<file path="src/rtl/cpu_program_sequencer_if.sv">
// Host/datapath bundle for the program sequencer: program load, run control, issue handshake and status.
// No logic of its own; master is the host/datapath side, slave is the sequencer.
// Define SEQ_BREAKPOINT_EN to add the bp_en/bp_addr/bp_hit signals.
interface cpu_program_sequencer_if #(
  parameter int CNT_W = 8
);
  logic             prog_we;
  logic [3:0]       prog_addr;
  logic [11:0]      prog_wdata;
  logic             start;
  logic             stop;
  logic             acc_zero;
  logic             dp_ready;
  logic             dp_valid;
  logic [3:0]       dp_opcode;
  logic [3:0]       dp_addr;
  logic [3:0]       dp_data;
  logic [3:0]       pc;
  logic             busy;
  logic             halted;
  logic             timeout_err;
  logic [CNT_W-1:0] instr_count;
`ifdef SEQ_BREAKPOINT_EN
  logic             bp_en;
  logic [3:0]       bp_addr;
  logic             bp_hit;

  modport master (
    output prog_we, prog_addr, prog_wdata, start, stop, acc_zero, dp_ready, bp_en, bp_addr,
    input  dp_valid, dp_opcode, dp_addr, dp_data, pc, busy, halted, timeout_err, instr_count, bp_hit
  );
  modport slave (
    input  prog_we, prog_addr, prog_wdata, start, stop, acc_zero, dp_ready, bp_en, bp_addr,
    output dp_valid, dp_opcode, dp_addr, dp_data, pc, busy, halted, timeout_err, instr_count, bp_hit
  );
`else
  modport master (
    output prog_we, prog_addr, prog_wdata, start, stop, acc_zero, dp_ready,
    input  dp_valid, dp_opcode, dp_addr, dp_data, pc, busy, halted, timeout_err, instr_count
  );
  modport slave (
    input  prog_we, prog_addr, prog_wdata, start, stop, acc_zero, dp_ready,
    output dp_valid, dp_opcode, dp_addr, dp_data, pc, busy, halted, timeout_err, instr_count
  );
`endif
endinterface

</file>
<file path="src/rtl/cpu_program_sequencer.sv">
// Program controller: 16x12 program store, PC stepping, local JMP/JZ/NOP/HALT, datapath op issue.
// Latency: 2 cycles per instruction (FETCH + EXEC) with immediate dp_ready.
// Backpressure: dp_valid holds with stable fields until dp_ready; TIMEOUT_CYCLES stalled cycles abort to HALTED.
// Optional breakpoint logic is compiled in with SEQ_BREAKPOINT_EN.
module cpu_program_sequencer #(
  parameter int TIMEOUT_CYCLES = 15,
  parameter int CNT_W          = 8
) (
  input logic                    clk,
  input logic                    rst,
  cpu_program_sequencer_if.slave bus
);

  typedef enum logic [1:0] {S_IDLE, S_FETCH, S_EXEC, S_HALTED} state_t;

  localparam logic [3:0] OP_JMP  = 4'hC;
  localparam logic [3:0] OP_JZ   = 4'hD;
  localparam logic [3:0] OP_HALT = 4'hF;

  state_t           state_q, state_d;
  logic [11:0]      mem [16];
  logic [11:0]      ir_q;
  logic [3:0]       pc_q;
  logic [7:0]       wait_q;
  logic             timeout_q;
  logic             stop_pend_q;
  logic [CNT_W-1:0] cnt_q;

  logic [3:0] ir_op, ir_addr;
  logic       exec_dp, hs, tmo_fire, halt_req, start_ok, retire, bp_fire;

  // Opcodes that go to the datapath; everything else is resolved here.
  function automatic logic is_dp(input logic [3:0] op);
    case (op)
      4'h0, 4'h1, 4'h2, 4'h3, 4'h5, 4'h6, 4'h7, 4'h8, 4'h9, 4'hA: is_dp = 1'b1;
      default: is_dp = 1'b0;
    endcase
  endfunction

  assign ir_op    = ir_q[11:8];
  assign ir_addr  = ir_q[7:4];
  assign exec_dp  = (state_q == S_EXEC) && is_dp(ir_op);
  assign hs       = exec_dp && bus.dp_ready;
  assign tmo_fire = exec_dp && !bus.dp_ready && (wait_q == 8'(TIMEOUT_CYCLES - 1));
  // A stop seen earlier in EXEC (or together with start) is remembered until the next boundary.
  assign halt_req = bus.stop || stop_pend_q;
  assign start_ok = bus.start && ((state_q == S_IDLE) || (state_q == S_HALTED));
  assign retire   = (state_q == S_EXEC) && (is_dp(ir_op) ? bus.dp_ready : 1'b1);

`ifdef SEQ_BREAKPOINT_EN
  logic bp_hit_q, bp_skip_q;
  assign bp_fire = (state_q == S_FETCH) && bus.bp_en && (pc_q == bus.bp_addr) && !bp_skip_q;

  // Breakpoint flag, plus a one-shot skip so a resume can step past the breakpoint.
  always_ff @(posedge clk or posedge rst) begin
    if (rst) begin
      bp_hit_q  <= 1'b0;
      bp_skip_q <= 1'b0;
    end else begin
      if (bp_fire)       bp_hit_q <= 1'b1;
      else if (start_ok) bp_hit_q <= 1'b0;
      if ((state_q == S_HALTED) && bus.start) bp_skip_q <= 1'b1;
      else if (state_q == S_FETCH)            bp_skip_q <= 1'b0;
    end
  end
  assign bus.bp_hit = bp_hit_q;
`else
  assign bp_fire = 1'b0;
`endif

  // State register.
  always_ff @(posedge clk or posedge rst) begin
    if (rst) state_q <= S_IDLE;
    else     state_q <= state_d;
  end

  // Next-state decision.
  always_comb begin
    state_d = state_q;
    unique case (state_q)
      S_IDLE:   if (bus.start) state_d = S_FETCH;
      S_FETCH:  state_d = (halt_req || bp_fire) ? S_HALTED : S_EXEC;
      S_EXEC: begin
        if (exec_dp) begin
          if (hs)            state_d = halt_req ? S_HALTED : S_FETCH;
          else if (tmo_fire) state_d = S_HALTED;
        end else begin
          state_d = (ir_op == OP_HALT) ? S_HALTED : S_FETCH;
        end
      end
      S_HALTED: if (bus.start) state_d = S_FETCH;
      default:  state_d = S_IDLE;
    endcase
  end

  // Outputs; dp_valid is decoded from state so reset drops it immediately.
  always_comb begin
    bus.dp_valid    = exec_dp;
    bus.dp_opcode   = ir_q[11:8];
    bus.dp_addr     = ir_q[7:4];
    bus.dp_data     = ir_q[3:0];
    bus.pc          = pc_q;
    bus.busy        = (state_q == S_FETCH) || (state_q == S_EXEC);
    bus.halted      = (state_q == S_HALTED);
    bus.timeout_err = timeout_q;
    bus.instr_count = cnt_q;
  end

  // Program store: writable only while the sequencer is parked; contents survive reset.
  always_ff @(posedge clk) begin
    if (bus.prog_we && ((state_q == S_IDLE) || (state_q == S_HALTED)))
      mem[bus.prog_addr] <= bus.prog_wdata;
  end

  // PC, instruction register, stall timer, error flag, stop latch and retire counter.
  always_ff @(posedge clk or posedge rst) begin
    if (rst) begin
      pc_q        <= '0;
      ir_q        <= '0;
      wait_q      <= '0;
      timeout_q   <= 1'b0;
      stop_pend_q <= 1'b0;
      cnt_q       <= '0;
    end else begin
      case (state_q)
        S_IDLE:  if (bus.start) pc_q <= '0;
        S_FETCH: if (state_d == S_EXEC) ir_q <= mem[pc_q];
        S_EXEC: begin
          if (retire) begin
            if (ir_op == OP_JMP)                    pc_q <= ir_addr;
            else if (ir_op == OP_JZ && bus.acc_zero) pc_q <= ir_addr;
            else                                     pc_q <= pc_q + 4'd1;
          end
        end
        default: ;
      endcase
      wait_q <= (exec_dp && !bus.dp_ready) ? wait_q + 8'd1 : 8'd0;
      if (tmo_fire)      timeout_q <= 1'b1;
      else if (start_ok) timeout_q <= 1'b0;
      if (state_d == S_HALTED)                        stop_pend_q <= 1'b0;
      else if ((start_ok || state_q == S_EXEC) && bus.stop) stop_pend_q <= 1'b1;
      if (retire && (cnt_q != '1)) cnt_q <= cnt_q + 1'b1;
    end
  end

endmodule

</file>
<file path="src/flat_wrapper.sv">
// flat-port wrapper written by rule: the top's interface ports become plain ports
module cpu_program_sequencer_flat 
#(
  parameter int TIMEOUT_CYCLES = 15,
  parameter int CNT_W          = 8
)
  (clk, rst, bus_prog_we, bus_prog_addr, bus_prog_wdata, bus_start, bus_stop, bus_acc_zero, bus_dp_ready, bus_dp_valid, bus_dp_opcode, bus_dp_addr, bus_dp_data, bus_pc, bus_busy, bus_halted, bus_timeout_err, bus_instr_count);
  cpu_program_sequencer_if #(.CNT_W(CNT_W)) bus_i ();
  input logic clk;
  input logic rst;
  input wire logic [$bits(bus_i.prog_we)-1:0] bus_prog_we;
  input wire logic [$bits(bus_i.prog_addr)-1:0] bus_prog_addr;
  input wire logic [$bits(bus_i.prog_wdata)-1:0] bus_prog_wdata;
  input wire logic [$bits(bus_i.start)-1:0] bus_start;
  input wire logic [$bits(bus_i.stop)-1:0] bus_stop;
  input wire logic [$bits(bus_i.acc_zero)-1:0] bus_acc_zero;
  input wire logic [$bits(bus_i.dp_ready)-1:0] bus_dp_ready;
  output wire logic [$bits(bus_i.dp_valid)-1:0] bus_dp_valid;
  output wire logic [$bits(bus_i.dp_opcode)-1:0] bus_dp_opcode;
  output wire logic [$bits(bus_i.dp_addr)-1:0] bus_dp_addr;
  output wire logic [$bits(bus_i.dp_data)-1:0] bus_dp_data;
  output wire logic [$bits(bus_i.pc)-1:0] bus_pc;
  output wire logic [$bits(bus_i.busy)-1:0] bus_busy;
  output wire logic [$bits(bus_i.halted)-1:0] bus_halted;
  output wire logic [$bits(bus_i.timeout_err)-1:0] bus_timeout_err;
  output wire logic [$bits(bus_i.instr_count)-1:0] bus_instr_count;
  assign bus_i.prog_we = bus_prog_we;
  assign bus_i.prog_addr = bus_prog_addr;
  assign bus_i.prog_wdata = bus_prog_wdata;
  assign bus_i.start = bus_start;
  assign bus_i.stop = bus_stop;
  assign bus_i.acc_zero = bus_acc_zero;
  assign bus_i.dp_ready = bus_dp_ready;
  assign bus_dp_valid = bus_i.dp_valid;
  assign bus_dp_opcode = bus_i.dp_opcode;
  assign bus_dp_addr = bus_i.dp_addr;
  assign bus_dp_data = bus_i.dp_data;
  assign bus_pc = bus_i.pc;
  assign bus_busy = bus_i.busy;
  assign bus_halted = bus_i.halted;
  assign bus_timeout_err = bus_i.timeout_err;
  assign bus_instr_count = bus_i.instr_count;
  cpu_program_sequencer #(.TIMEOUT_CYCLES(TIMEOUT_CYCLES), .CNT_W(CNT_W)) u_core (.clk(clk), .rst(rst), .bus(bus_i));
endmodule
</file>
<file path="config.mk">
export PLATFORM = sky130hd
export DESIGN_NAME = cpu_program_sequencer_flat
export DESIGN_NICKNAME = d
export VERILOG_FILES = /design/src/rtl/cpu_program_sequencer_if.sv /design/src/rtl/cpu_program_sequencer.sv /design/src/flat_wrapper.sv
export SDC_FILE = /design/constraint.sdc
export NUM_CORES = 1
export LEC_CHECK = 0
export BUFFER_PORTS_ARGS = -buffer_cell sky130_fd_sc_hd__buf_2
export CORE_ASPECT_RATIO = 0.75
export CORE_MARGIN = 4
export CORE_UTILIZATION = 33
export CTS_CLUSTER_SIZE = 8
export DETAILED_ROUTE_END_ITERATION = 8
export MAX_ROUTING_LAYER = met4
export PLACE_DENSITY = 0.51
export SLEW_MARGIN = 20
export SYNTH_ARGS = -nofsm -noshare
export SYNTH_HDL_FRONTEND = slang
export SYNTH_SLANG_ARGS = --single-unit
export TNS_END_PERCENT = 1
</file>
<file path="constraint.sdc">
create_clock -name clk -period 7.51 [get_ports clk]
set_clock_uncertainty 0.05 [all_clocks]
set_input_delay 0 -clock clk [delete_from_list [all_inputs] [get_ports clk]]
set_output_delay 0 -clock clk [all_outputs]
set_load 0.02 [all_outputs]
</file>
# --- Yosys cells after proc, flatten, opt, wreduce, memory -nomap -nowiden ---
# Memory sizes are Yosys's and may differ from the RTL's. A register that Yosys moved wholly into a read port is not among the register bits.
# Cells that the tools add are included.
op_classes:
  addsub: 3
  eq_ne: 12
  n_mux: 21
  reduce_logical: 22
ops:
  columns: ["op", "count"]
  rows:
  - ["$add A8 B1 Y8 const B", 2]
  - ["$mux W4", 4]
  - ["$eq A4 B4 Y1 const B", 3]
  - ["$mux W2", 6]
  - ["$logic_and A1 B1 Y1", 10]
  - ["$eq A2 B2 Y1 const B", 4]
  - ["$eq A8 B4 Y1 const B", 1]
  - ["$mux W1", 8]
  - ["$mux W8", 1]
  - ["$ne A8 B8 Y1 const B", 1]
  - ["$pmux W4 S2", 1]
  - ["$pmux W2 S3", 1]
  - ["$reduce_bool A2 Y1", 3]
  - ["$add A4 B1 Y4 const B", 1]
  - ["$logic_or A1 B1 Y1", 4]
  - ["$reduce_and A3 Y1", 1]
  - ["$eq A2 B1 Y1 const B", 1]
  - ["$logic_not A2 Y1", 1]
  - ["$ne A2 B1 Y1 const B", 1]
  - ["$ne A2 B2 Y1 const B", 1]
  - ["$reduce_and A2 Y1", 1]
  - ["$reduce_or A2 Y1", 1]
  - ["$logic_not A1 Y1", 1]
totals:
  ff_bits: 24
  ramBits: 192
  mem_bits_ro: 32
  output_inout_bits: 28
  wordCells: 67
  n_memories: 3
mem_list:
  columns: ["name", "words", "word_bits", "read_ports", "rd_clocked_by_memory_dff", "wr", "line_no", "source"]
  rows:
  - ["u_core.mem", 16, 12, 1, 1, 1, "cpu_program_sequencer.sv:21", "logic [11:0] mem [16];"]
  - ["(name not given)", 16, 1, 1, 0, 0, "cpu_program_sequencer.sv:34", "case (op)"]
  - ["(name not given)", 16, 1, 1, 0, 0, "cpu_program_sequencer.sv:34", null]

# --- Logic depth before layout (Yosys ltp) ---
logic_depth:
  ltp_word: 10
  ltp_mapped: 8

# --- Worst setup path after synthesis ---
# No wires, ideal clock.
synth_path:
  kind: "register to register"
  start: "reg u_core.state_q[0]"
  end: "mem u_core.mem[0][0], enable pin"
  setup_time_ps: 396
  arrival_ps: 2329
  path_slack_ps: 4734
  path_stages_with_launch: 6
  period_less_slack_ps: 2776
  path_cell_list: "dfrtp_1 inv_1 ha_1 nand2b_1 or3_1 nor3_1"
synth_via:
  elab_chain_cells: 5
synth_lines:
  columns: ["item", "line_no", "source"]
  rows:
  - ["start, declared", "cpu_program_sequencer.sv:20", "state_t state_q, state_d;"]
  - ["start signal, assigned", "cpu_program_sequencer.sv:74", "else state_q <= state_d;"]
  - ["$eq A2 B2 Y1 / $logic_not A2 Y1 (equally long branches)", "cpu_program_sequencer.sv:111", "if (bus.prog_we && ((state_q == S_IDLE) || (state_q == S_HALTED)))"]
  - ["$logic_or A1 B1 Y1 *", "cpu_program_sequencer.sv:111", null]
  - ["$logic_and A1 B1 Y1 *", "cpu_program_sequencer.sv:111", null]
  - ["$mux W1 *", "cpu_program_sequencer.sv:111", null]
  - ["$mux W1 (implied by the code) *", "cpu_program_sequencer.sv:112", "mem[bus.prog_addr] <= bus.prog_wdata;"]
  - ["end, declared", "cpu_program_sequencer.sv:21", null]
# Every way passes the cells marked *; elsewhere a longest branch is shown, timed or not.

# --- Final worst setup path ---
layout_path:
  start: "reg u_core.state_q[1]"
  end: "mem u_core.mem[2][11], enable pin"
# Same word-level chain as after synthesis.

==> impl_metrics.ini <==
[worst_setup_path]
cp_max_fo = 12
critPathCaptureType = register
criticalPathCategory = register to register
cp-start-kind = register
critPathArrivalTime_ns = 2.79
cp.required_ns = 7.57
r2r_slack_ns = 4.78
critPathLaunch = u_core.state_q[1]$_DFF_PP0_
reg2reg_from = u_core.state_q[1]$_DFF_PP0_
reg2reg_to = u_core.mem[2][11]$_DFFE_PP_
reg2reg_depth = 5

[clock_network]
cts_resized = 0
htree_levels = 2
cts_tree = done
postCtsSetupBuffers = 0
cts_made_buffers = 34
cts.sinks = 228
hold_buffers = 16
clkTransAtPathRegs_ns = 0.05
clockBufferDepth = 3
clock_latency_ns = 0.49
root_buffer = clkbuf_16

[synthesis]
yosysSeqAreaShare_pct = 72.97
synth_top_area_share_pct = 63.11
synth_seq_cells = 228
yosys_warnings = 0
synthTopCellsByArea = edfxtp_1 63%, mux4_2 12%, dfrtp_1 9.9%, a22oi_1 1.9%, mux2_4 1.5%
synth_edf_count = 192
synth_fa_ha_area_share_pct = 1.233
synthArstFlopShare_pct = 15.79
netlist_area_um2 = 9136
yosys.area.top_type = edfxtp_1
ys.flop_type = edfxtp_1
synth_xor_area_share_pct = 1.150
synthSimpleGateAreaFrac_pct = 5.259
synth_mux_area_share_pct = 14.02
synth_compound_area_share_pct = 4.026
synth_top_family_by_area = multiplexers
ys_types = 48
syn_area_per_cell_um2 = 18.92
syn_inst = 483
syn-num-nets = 515

[drt]
drcViolationCount = 0
drt_pass1_iterations = 4
vias = 4789
avgViaCountPerCell = 5.036
postRouteAntennaNets = 0
drtIter0Drc = 359
wl_per_cell_um = 21.83
wirelength_um = 20760

[final_layout]
final_area_um2 = 11040
fill_cells = 2394
diodes = 0
finish.net_count = 608
syn_to_final_growth_pct = 20.80
drive_gt1_share_pct = 29.17

[global_routing]
grt_max_degree = 49
track_usage_pct = 14.00
grt_pass1_wl_um = 32190
antenna_found_initial = 0
grt_pass1_vias = 5245
grt.overflow.total = 0

[timing]
rsz0062_at_grt = no
timing.final.ws_setup_ns = 4.776
min_period_ns = 2.734
finalMaxSlewViolations = 0
max_freq_mhz = 365.7
worst_pin_slew_ns = 0.8807
finalHoldViolCount = 0
setup_viol = 0
relSlewSlack_pct = 41.03
holdWs_ns = 0.03796
finalCritPeriodShare_pct = 36.41
tns_ns = 0

[place]
placed_cell_area_um2 = 9871
gp_congestion = 0.8454
pre_cts_ws_ns = 4.557
io_buffers = 50
hpwl_um = 13210

[hold_path]
hold_start = bus_prog_addr[0]
min_to = u_core.mem[0][6]$_DFFE_PP_
min_path_type = input port to register
hold_depth = 2

[pwr]
powerDensity_nw_per_um2 = 348.2
seq_power_share_pct = 41.5
p_int_uw = 2733
leakage_uw = 0.003826
p_switching_uw = 1110
peakVddDrop_uv = 138.5
pwr-share-clk_pct = 36.5
switching_share_pct = 28.89
finalPower_uw = 3843
combPwrFrac_pct = 22.1

[floorplan]
pin_count = 51
die_w_um = 200.1
design.die.area_um2 = 30440
die_h_um = 152.1
initial_core_util_pct = 33.67
core_um2 = 27130
num_rows = 52

[status]
outcome = complete, no violations

[run]
maxCapViolations = 0
[flip-flops by register name, indices dropped and copies added (netlist names)]
signal / count
u_core.bus.timeout_err: 1
u_core.wait_q: 8
u_core.ir_q: 12
u_core.bus.instr_count: 8
u_core.mem: 192
u_core.state_q: 2
u_core.stop_pend_q: 1
u_core.bus.pc: 4
[how the worst max path moves through the flow]
| stage | endpoint | slack (ns) | depth (start not counted) |
|---|---|---|---|
| finish | u_core.mem[2][11]$_DFFE_PP_ | 4.78 | 5 |
| global route | u_core.ir_q[11]$_DFFE_PP0P_ | 4.55 | 5 |
| CTS | u_core.mem[0][1]$_DFFE_PP_ | 4.55 | 5 |
| detailed placement | u_core.mem[0][9]$_DFFE_PP_ | 4.56 | 5 |
| global placement | u_core.mem[3][9]$_DFFE_PP_ | 4.60 | 5 |
| floorplan | u_core.mem[0][0]$_DFFE_PP_ | 4.73 | 5 |
[through the flow]
stage	utilization (%)	std cells
final	40.68	951
after global routing	40.68	951
after CTS	40.65	951
after detailed placement	36.38	875
after global placement	36.28	875
after floorplan	-	483
[layer usage]
layer / vias to the layer above / track usage, % / part of all wire [%]
li1: 2142 / - / -
met1: 2495 / 19.85 / 45
met2: 121 / 20.91 / 47
met3: 31 / 2.727 / 6.7
met4: 0 / 3.801 / 2.0
met5: - / - / 0
[critical path, cell delays in order, from the launching register on]
cell	delay [ns]
dfrtp_1	0.46
inv_1	0.13
ha_1	0.40
nand2b_1	0.21
or3_1	0.43
nor2_2	0.67
[layout by cell type, fill, tap and decap left out, drive strengths merged, types with 2 or more instances in the layout]
master / instances
edfxtp: 192
buf: 61
clkbuf: 56
mux4: 48
dfrtp: 36
nor2: 26
a22oi: 23
nand2: 19
dlygate4sd3: 16
mux2: 13
inv: 11
ha: 9
nand3: 8
o21ai: 7
xor2: 6
xnor2: 6
nor3: 6
a21oi: 5
nand4: 5
and2: 4
nand2b: 4
nor2b: 4
or3: 3
o211ai: 3
nor3b: 3
and3: 3
nand4b: 2
and4: 2
mux2i: 2
a22o: 2
[cells by family (layout without fill, tap and decap cells)]
logic type / count (synthesis) / count (layout)
compound gates: 50 / 50
xor+xnor: 12 / 12
fa+ha+maj: 9 / 9
buf+inv: 29 / 146
flops: 228 / 228
mux: 63 / 63
simple gates: 92 / 92
[synth_stat cells (2+ instances only)]
library cell	instances
mux2i_1	2
clkbuf_1	13
o21ai_1	3
mux4_2	48
nand4b_1	2
buf_2	5
and3_1	3
dfrtp_1	36
nor2b_1	4
nand4_1	5
a22o_1	2
and2_1	4
nand2b_1	4
mux2_1	3
nor3_1	5
or3_1	3
mux2_4	9
o211ai_1	3
nor2_1	26
xor2_1	6
a21oi_1	5
a22oi_1	23
ha_1	9
xnor2_1	6
nand2_1	19
nor3b_1	3
o21ai_0	4
edfxtp_1	192
nand3_1	8
inv_1	9
and4_1	2
[power groups by stage]
stage                     clock [uW]  sequential, uW  combinational, uW
after global routing            1500            1610                921
after floorplan                    0            1620                573
final                           1400            1590                848
after detailed placement           0            1620                854
after CTS                       1440            1600                864
after global placement             0            1610                843
[final cells by class]
class                           instances  area (um^2)  share of cell area (%)
Clock buffer                           56        933.4                   8.457
Clock inverter                          4        63.81                  0.5782
Inverter                                9        33.78                  0.3061
Multi-Input combinational cell        226         2402                   21.77
Sequential cell                       228         6671                   60.45
Tap cell                              351        439.2                   3.979
Timing Repair Buffer                   77        493.0                   4.467
No activity file was read; power rests on OpenSTA's default activity.
